==> src/rtl/sio_dmu_pkt_tracker.sv <==
// Passive tracker for SIU-to-DMU outbound packets: frames header/gap/payload cycles,
// checks per-lane parity on payload beats, keeps sticky errors and saturating stats.
module sio_dmu_pkt_tracker #(
  parameter int DW      = 128,
  parameter int PW      = 8,
  parameter int BEATS   = 4,
  parameter int GAP     = 1,
  parameter int ODD_PAR = 0,
  parameter int CW      = 16
) (
  input  logic                     iol2clk,
  input  logic                     rst,
  input  logic                     enable,
  input  logic                     err_clr,
  input  logic                     sio_dmu_hdr_vld,
  input  logic                     sio_dmu_datareq,
  input  logic [DW-1:0]            sio_dmu_data,
  input  logic [PW-1:0]            sio_dmu_parity,
  output logic [DW-1:0]            hdr_q,
  output logic                     hdr_has_data,
  output logic                     in_payload,
  output logic [$clog2(BEATS):0]   beat_idx,
  output logic                     pkt_done,
  output logic [CW-1:0]            pkt_cnt,
  output logic [CW-1:0]            beat_cnt,
  output logic                     err_par,
  output logic [PW-1:0]            err_par_lane,
  output logic                     err_overlap,
  output logic                     err_orphan
);

  localparam int LW  = DW / PW;
  localparam int BIW = $clog2(BEATS) + 1;
  localparam logic [BIW-1:0] LAST_BEAT = BIW'(BEATS - 1);
  localparam logic [3:0]     GAP_INIT  = 4'(GAP);
  localparam logic           ODD_BIT   = (ODD_PAR != 0);

  typedef enum logic [1:0] {S_IDLE, S_GAP, S_PAYLOAD} state_t;

  state_t          state_q, state_d;
  logic [3:0]      gap_q, gap_d;
  logic [BIW-1:0]  beat_idx_q, beat_idx_d;
  logic [DW-1:0]   hdr_d;
  logic            has_data_q, has_data_d;
  logic            pkt_done_q, pkt_done_d;
  logic [CW-1:0]   pkt_cnt_q, pkt_cnt_d;
  logic [CW-1:0]   beat_cnt_q, beat_cnt_d;
  logic            err_par_q, err_par_d;
  logic [PW-1:0]   err_lane_q, err_lane_d;
  logic            err_ov_q, err_ov_d;
  logic            err_orph_q, err_orph_d;

  logic [PW-1:0]   lane_fail;
  logic            pkt_inc, beat_inc, par_new, ov_new, orph_new;

  // A lane fails when its data XOR parity disagrees with the selected parity sense
  always_comb begin
    lane_fail = '0;
    for (int i = 0; i < PW; i++) begin
      lane_fail[i] = (^sio_dmu_data[i*LW +: LW]) ^ sio_dmu_parity[i] ^ ODD_BIT;
    end
  end

  always_comb begin
    state_d    = state_q;
    gap_d      = gap_q;
    beat_idx_d = beat_idx_q;
    hdr_d      = hdr_q;
    has_data_d = has_data_q;
    pkt_done_d = 1'b0;
    pkt_inc    = 1'b0;
    beat_inc   = 1'b0;
    par_new    = 1'b0;
    ov_new     = 1'b0;
    orph_new   = 1'b0;

    if (!enable) begin
      state_d    = S_IDLE;
      gap_d      = '0;
      beat_idx_d = '0;
    end else begin
      case (state_q)
        S_IDLE: begin
          if (sio_dmu_hdr_vld) begin
            hdr_d      = sio_dmu_data;
            has_data_d = sio_dmu_datareq;
            if (!sio_dmu_datareq) begin
              pkt_done_d = 1'b1;
              pkt_inc    = 1'b1;
            end else if (GAP == 0) begin
              state_d    = S_PAYLOAD;
              beat_idx_d = '0;
            end else begin
              state_d = S_GAP;
              gap_d   = GAP_INIT;
            end
          end else if (sio_dmu_datareq) begin
            orph_new = 1'b1;
          end
        end
        S_GAP: begin
          ov_new = sio_dmu_hdr_vld;
          if (gap_q == 4'd1) begin
            state_d    = S_PAYLOAD;
            gap_d      = '0;
            beat_idx_d = '0;
          end else begin
            gap_d = gap_q - 4'd1;
          end
        end
        S_PAYLOAD: begin
          ov_new   = sio_dmu_hdr_vld;
          beat_inc = 1'b1;
          par_new  = |lane_fail;
          if (beat_idx_q == LAST_BEAT) begin
            state_d    = S_IDLE;
            beat_idx_d = '0;
            pkt_done_d = 1'b1;
            pkt_inc    = 1'b1;
          end else begin
            beat_idx_d = beat_idx_q + BIW'(1);
          end
        end
        default: begin
          state_d    = S_IDLE;
          gap_d      = '0;
          beat_idx_d = '0;
        end
      endcase
    end
  end

  // Counters stick at all-ones; a fresh error outranks a simultaneous clear
  always_comb begin
    pkt_cnt_d  = (pkt_inc && (pkt_cnt_q != '1)) ? pkt_cnt_q + CW'(1) : pkt_cnt_q;
    beat_cnt_d = (beat_inc && (beat_cnt_q != '1)) ? beat_cnt_q + CW'(1) : beat_cnt_q;
    err_par_d  = (err_par_q & ~err_clr) | par_new;
    err_lane_d = (err_lane_q & ~{PW{err_clr}}) | (par_new ? lane_fail : '0);
    err_ov_d   = (err_ov_q & ~err_clr) | ov_new;
    err_orph_d = (err_orph_q & ~err_clr) | orph_new;
  end

  always_ff @(posedge iol2clk or posedge rst) begin
    if (rst) begin
      state_q    <= S_IDLE;
      gap_q      <= '0;
      beat_idx_q <= '0;
      hdr_q      <= '0;
      has_data_q <= 1'b0;
      pkt_done_q <= 1'b0;
      pkt_cnt_q  <= '0;
      beat_cnt_q <= '0;
      err_par_q  <= 1'b0;
      err_lane_q <= '0;
      err_ov_q   <= 1'b0;
      err_orph_q <= 1'b0;
    end else begin
      state_q    <= state_d;
      gap_q      <= gap_d;
      beat_idx_q <= beat_idx_d;
      hdr_q      <= hdr_d;
      has_data_q <= has_data_d;
      pkt_done_q <= pkt_done_d;
      pkt_cnt_q  <= pkt_cnt_d;
      beat_cnt_q <= beat_cnt_d;
      err_par_q  <= err_par_d;
      err_lane_q <= err_lane_d;
      err_ov_q   <= err_ov_d;
      err_orph_q <= err_orph_d;
    end
  end

  assign hdr_has_data = has_data_q;
  assign in_payload   = (state_q == S_PAYLOAD);
  assign beat_idx     = beat_idx_q;
  assign pkt_done     = pkt_done_q;
  assign pkt_cnt      = pkt_cnt_q;
  assign beat_cnt     = beat_cnt_q;
  assign err_par      = err_par_q;
  assign err_par_lane = err_lane_q;
  assign err_overlap  = err_ov_q;
  assign err_orphan   = err_orph_q;

endmodule
==> config.mk <==
export PLATFORM = sky130hd
export DESIGN_NAME = sio_dmu_pkt_tracker
export DESIGN_NICKNAME = d
export VERILOG_FILES = /design/src/rtl/sio_dmu_pkt_tracker.sv
export SDC_FILE = /design/constraint.sdc
export NUM_CORES = 1
export LEC_CHECK = 0
export CAP_MARGIN = 40
export CORE_AREA = 2 2 148 150
export DETAILED_ROUTE_END_ITERATION = 7
export DIE_AREA = 0 0 150 152
export PLACE_DENSITY = 0.83
export SYNTH_ARGS = -nofsm -noshare
export SYNTH_HDL_FRONTEND = slang
export SYNTH_SLANG_ARGS = --single-unit
export TNS_END_PERCENT = 10
==> constraint.sdc <==
create_clock -name iol2clk -period 12.31 [get_ports iol2clk]
set_input_delay 1.8465 -clock iol2clk [delete_from_list [all_inputs] [get_ports iol2clk]]
set_output_delay 1.8465 -clock iol2clk [all_outputs]
set_load 0.05 [all_outputs]
# Word-level counts from Yosys, hierarchy flattened
# Cells that the tools add are included.
word_totals:
  in_bits: 142
  elab_cells: 94
  out_inout_bits: 177
  regBits: 182
op_classes:
  n_eq_ne: 12
  n_mux: 31
  add_sub_neg: 4
  n_reduce_logical: 17
  bitwise: 18
ops:
  columns: ["cell", "count"]
  rows:
  - ["parity 16 bit", 8]
  - ["adder 16 x 1 -> 16 bit (second input constant)", 2]
  - ["inequality test 16 bit (second input constant)", 2]
  - ["two-way mux 4 bit", 4]
  - ["two-way mux 1 bit", 14]
  - ["case mux 4 bit (3 select lines)", 1]
  - ["two-way mux 2 bit", 5]
  - ["two-way mux 3 bit", 3]
  - ["inequality test 3 bit (second input constant)", 3]
  - ["case mux 3 bit (3 select lines)", 1]
  - ["bitwise AND 8 bit", 1]
  - ["two-way mux 8 bit", 1]
  - ["NOT 8 bit", 1]
  - ["bitwise OR 8 bit", 1]
  - ["OR reduction 8 bit", 1]
  - ["XOR 1 bit", 8]
  - ["case mux 2 bit (3 select lines)", 1]
  - ["AND reduction 3 bit", 2]
  - ["equality test 4 x 1 -> 1 bit (second input constant)", 1]
  - ["inequality test 2 bit (second input constant)", 2]
  - ["AND reduction 4 bit", 1]
  - ["subtractor 4 x 1 -> 4 bit (second input constant)", 1]
  - ["adder 3 x 1 -> 3 bit (second input constant)", 1]
  - ["bitwise AND 1 bit", 3]
  - ["other kinds (11)", 14]

# Longest topological paths before layout
logic_depth:
  ltp_word: 7
  ltp_mapped: 9
  mapped_depth_nobuf: 9

# Worst setup path before layout
# Ideal clock, no wire load.
synth_timing:
  kind: "in2reg"
  start: "input enable"
  end: "register pkt_cnt_q[7], in the netlist pkt_cnt[7]"
  path_stages: 8
  t_arrival_ns: 3.124
  slack_ns: 9.045
  required_ns: 12.169
  cell_sequence: "buf_4 -> nand3_2 -> o22ai_2 -> inv_1 -> a31oi_2 -> and3_1 -> nand4_1 -> xnor2_1"
synth_between:
  elab_chain_cells: 2
synth_lines:
  columns: ["element", "line", "text"]
  rows:
  - ["start, declared", "13", "input logic enable,"]
  - ["two-way mux 1 bit", null, null]
  - ["net pkt_done_d", "45", "logic pkt_done_q, pkt_done_d;"]
  - ["logical AND 1 bit", "135", "pkt_cnt_d = (pkt_inc && (pkt_cnt_q != '1)) ? pkt_cnt_q + CW'(1) : pkt_cnt_q;"]
  - ["end signal, assigned", "164", "pkt_cnt_q <= pkt_cnt_d;"]
  - ["end, declared", "46", "logic [CW-1:0] pkt_cnt_q, pkt_cnt_d;"]
# The timed path passes the listed nets, and every way through them passes these cells.
# A chain may end at the register's enable or synchronous reset.

# Worst setup path after layout
# Same ends and word-level chain as after synthesis.

==> flow_summary.json <==
{
  "worstMarginPinSlew_ps": 679,
  "cts_resized": 0,
  "design.core.area_mm2": 0.0214,
  "final_cells": 1243,
  "hold_violations": 0,
  "final_core_util_pct": 58.9,
  "synth-seq-area-share_pct": 54.6,
  "grt_max_degree": 66,
  "synth.top_cell.area_share_pct": 54.6,
  "slew_headroom_pct": 54.6,
  "die_h_um": 152,
  "seqCellArea_mm2": 0.00455,
  "rows": 54,
  "grt_pass1_vias": 6207,
  "diodes": 0,
  "powerDensity_mw_per_mm2": 277,
  "clock-skew-final_ps": 11.7,
  "ys_warn_count": 0,
  "ctsHoldBuffers": 0,
  "routed_wirelength_um": 21100,
  "layout_commonest_cell": "clkdlybuf4s50_1",
  "ys_ff_latch": 182,
  "clock_latency_ps": 420,
  "synth.cell_area_mm2": 0.00835,
  "vias": 5912,
  "fin_crit_sh_pct": 33.7,
  "dp.cells": 1212,
  "viasPerCell": 4.76,
  "ios": 319,
  "rr_startpoint": "state_q[0]$_DFFE_PP0P_",
  "synth_area_leaders": "dfrtp_1, mux2_2, xnor2_1",
  "endpoint": "pkt_cnt[7]$_DFFE_PP0P_",
  "ff2ff_path_depth": 9,
  "worst_slack_ps": 8160,
  "cts_sinks": 182,
  "clk_root_buffer_cell": "clkbuf_16",
  "crit_start": "enable",
  "tritoncts": "done",
  "maxSlewViolCount": 0,
  "min_path_type": "register to register",
  "syn-num-nets": 775,
  "areaGrowthSynthToFinish_pct": 50.6,
  "die_w_um": 150,
  "outcome": "finished clean",
  "initial_core_util_pct": 39.1,
  "pwr-share-comb_pct": 55.4,
  "fillers": 1768,
  "numCtsBuffers": 17,
  "worstSetupPathType": "primary input to register",
  "portBuffers": 318,
  "endpoint_kind": "register",
  "worstPathRequired_ps": 12610,
  "place.gp.congestion": 0.798,
  "finalSetupViolations": 0,
  "swShare_pct": 45.3,
  "cp_max_fo": 42,
  "post-cts-setup-buffers": 0,
  "track_usage_pct": 18.8,
  "antenna_found_initial": 0,
  "h-tree-depth": 4,
  "leakagePower_nw": 5.21,
  "startpoint_type": "primary input",
  "grt_overflow_total": 0,
  "rsz0062_at_grt": "false",
  "fmax_mhz": 241,
  "cap_violations": 0,
  "p_int_mw": 1.90,
  "layout-drive-gt1-share_pct": 18.8,
  "syn_inst": 624,
  "setup_tns_ps": 0,
  "pwr-share-clk_pct": 16.5,
  "clk_pin_slew_ps": 70,
  "rrSetupSlack_ps": 9590,
  "ant_nets": 0,
  "die_area_mm2": 0.0228,
  "worstPathArrival_ps": 4440,
  "ys.flop_type": "dfrtp_1",
  "synth-async-reset-ratio_pct": 100,
  "pre_cts_ws_ps": 7720,
  "grt_pass1_wl_um": 33600,
  "drtIter0Drc": 230,
  "dp_hpwl_um": 16200,
  "synth_top_cell_by_area": "dfrtp_1",
  "final_cell_mix": "clkdlybuf4s50_1, dfrtp_1, mux2_2",
  "multi_input_area_mm2": 0.00366,
  "clk_path_buf_depth": 2,
  "wire_per_inst_um": 17.0,
  "synth_edf_count": 0,
  "p_sw_mw": 1.58,
  "ir_drop_mv": 0.162,
  "r2r-end": "pkt_cnt[7]$_DFFE_PP0P_",
  "fin_nets": 1102,
  "drc_errors": 0,
  "drtPass1Iterations": 4,
  "avgSynthCellArea_um2": 13.4,
  "synth_cell_types": 34,
  "min_period_ps": 4150,
  "pwr-share-seq_pct": 28.1
}
synthesized netlist by cell type (2+ instances only):
| cell type | n |
|---|---|
| a21o_1 | 3 |
| a21oi_1 | 2 |
| and3_1 | 5 |
| and3_4 | 2 |
| clkbuf_1 | 16 |
| dfrtp_1 | 182 |
| ha_1 | 9 |
| inv_1 | 20 |
| mux2_2 | 129 |
| nand2_1 | 34 |
| nand3_1 | 12 |
| nand4_1 | 10 |
| nor2_1 | 11 |
| nor2_2 | 4 |
| nor3_1 | 3 |
| o21ai_0 | 9 |
| o22ai_1 | 9 |
| xnor2_1 | 115 |
| xnor3_1 | 8 |
| xor2_1 | 27 |
final cells by class:
| cell class | instances | area share, % |
|---|---|---|
| timing repair buffer | 325 | 26.3 |
| inverter | 20 | 0.637 |
| clock buffer | 19 | 3.60 |
| tap | 280 | 2.79 |
| multi-input combinational | 405 | 29.1 |
| clock inverter | 12 | 1.31 |
| sequential | 182 | 36.2 |
critical path, cell delays in order:
cell             delay, ps
clkdlybuf4s50_1        730
nand3_4                350
buf_12                 290
o22ai_2                210
inv_1                   80
a31oi_2                290
and3_1                 310
nand4_1                150
xnor2_1                160
sequential cells by signal, summed over array words and instances, names as in the netlist:
signal and flops:
pkt_cnt 16, beat_idx 3, hdr_q 128, state_q 2, hdr_has_data 1, err_orphan 1, beat_cnt 16, err_par_lane 8
err_overlap 1, pkt_done 1, err_par 1, gap_q 4
routing by layer:
metal / up-vias / wire length [um] / global-route usage, %
met2: 207 / 10700 / 32.7
met1: 2911 / 8450 / 22.1
li1: 2765 / - / -
met5: - / 0 / 0
met3: 29 / 1560 / 6.37
met4: 0 / 401 / 5.21
metrics by stage:
stage | power (mW) | instance area (um^2) | hold slack, ps
floorplan | 2.24 | 8350 | 464
global placement | 2.88 | 11800 | 470
detailed placement | 2.92 | 12000 | 486
CTS | 3.51 | 12600 | 504
global route | 3.63 | 12600 | 514
finish | 3.48 | 12600 | 494
power by group through the flow:
stage / combinational [mW] / sequential, mW / clock [mW]
after CTS: 1.94 / 0.979 / 0.591
final: 1.93 / 0.977 / 0.573
after global routing: 2.00 / 1.01 / 0.618
after detailed placement: 1.94 / 0.989 / 0
after floorplan: 0.426 / 1.82 / 0
after global placement: 1.91 / 0.976 / 0
worst min path at each step:
| stage | to | depth (start not counted) | from |
|---|---|---|---|
| after floorplan | gap_q[1]$_DFFE_PP0P_ | 2 | gap_q[1]$_DFFE_PP0P_ |
| after global placement | hdr_has_data$_DFFE_PP0P_ | 2 | hdr_has_data$_DFFE_PP0P_ |
| after detailed placement | pkt_cnt[12]$_DFFE_PP0P_ | 1 | pkt_cnt[12]$_DFFE_PP0P_ |
| after CTS | pkt_cnt[12]$_DFFE_PP0P_ | 1 | pkt_cnt[12]$_DFFE_PP0P_ |
| after global routing | hdr_q[102]$_DFFE_PP0P_ | 1 | hdr_q[102]$_DFFE_PP0P_ |
| final | pkt_cnt[12]$_DFFE_PP0P_ | 1 | pkt_cnt[12]$_DFFE_PP0P_ |
cells by family after synthesis:
kind of cell	synth area share, %
xor gates and xnor gates	17.1
and+or+nand+nor	5.43
muxes	17.4
AOI/OAI and AO/OA	2.50
adders and majority gates	1.35
DFF	54.6
buffers and inverters	1.71
Note: power is estimated with default switching activity, not from simulation.
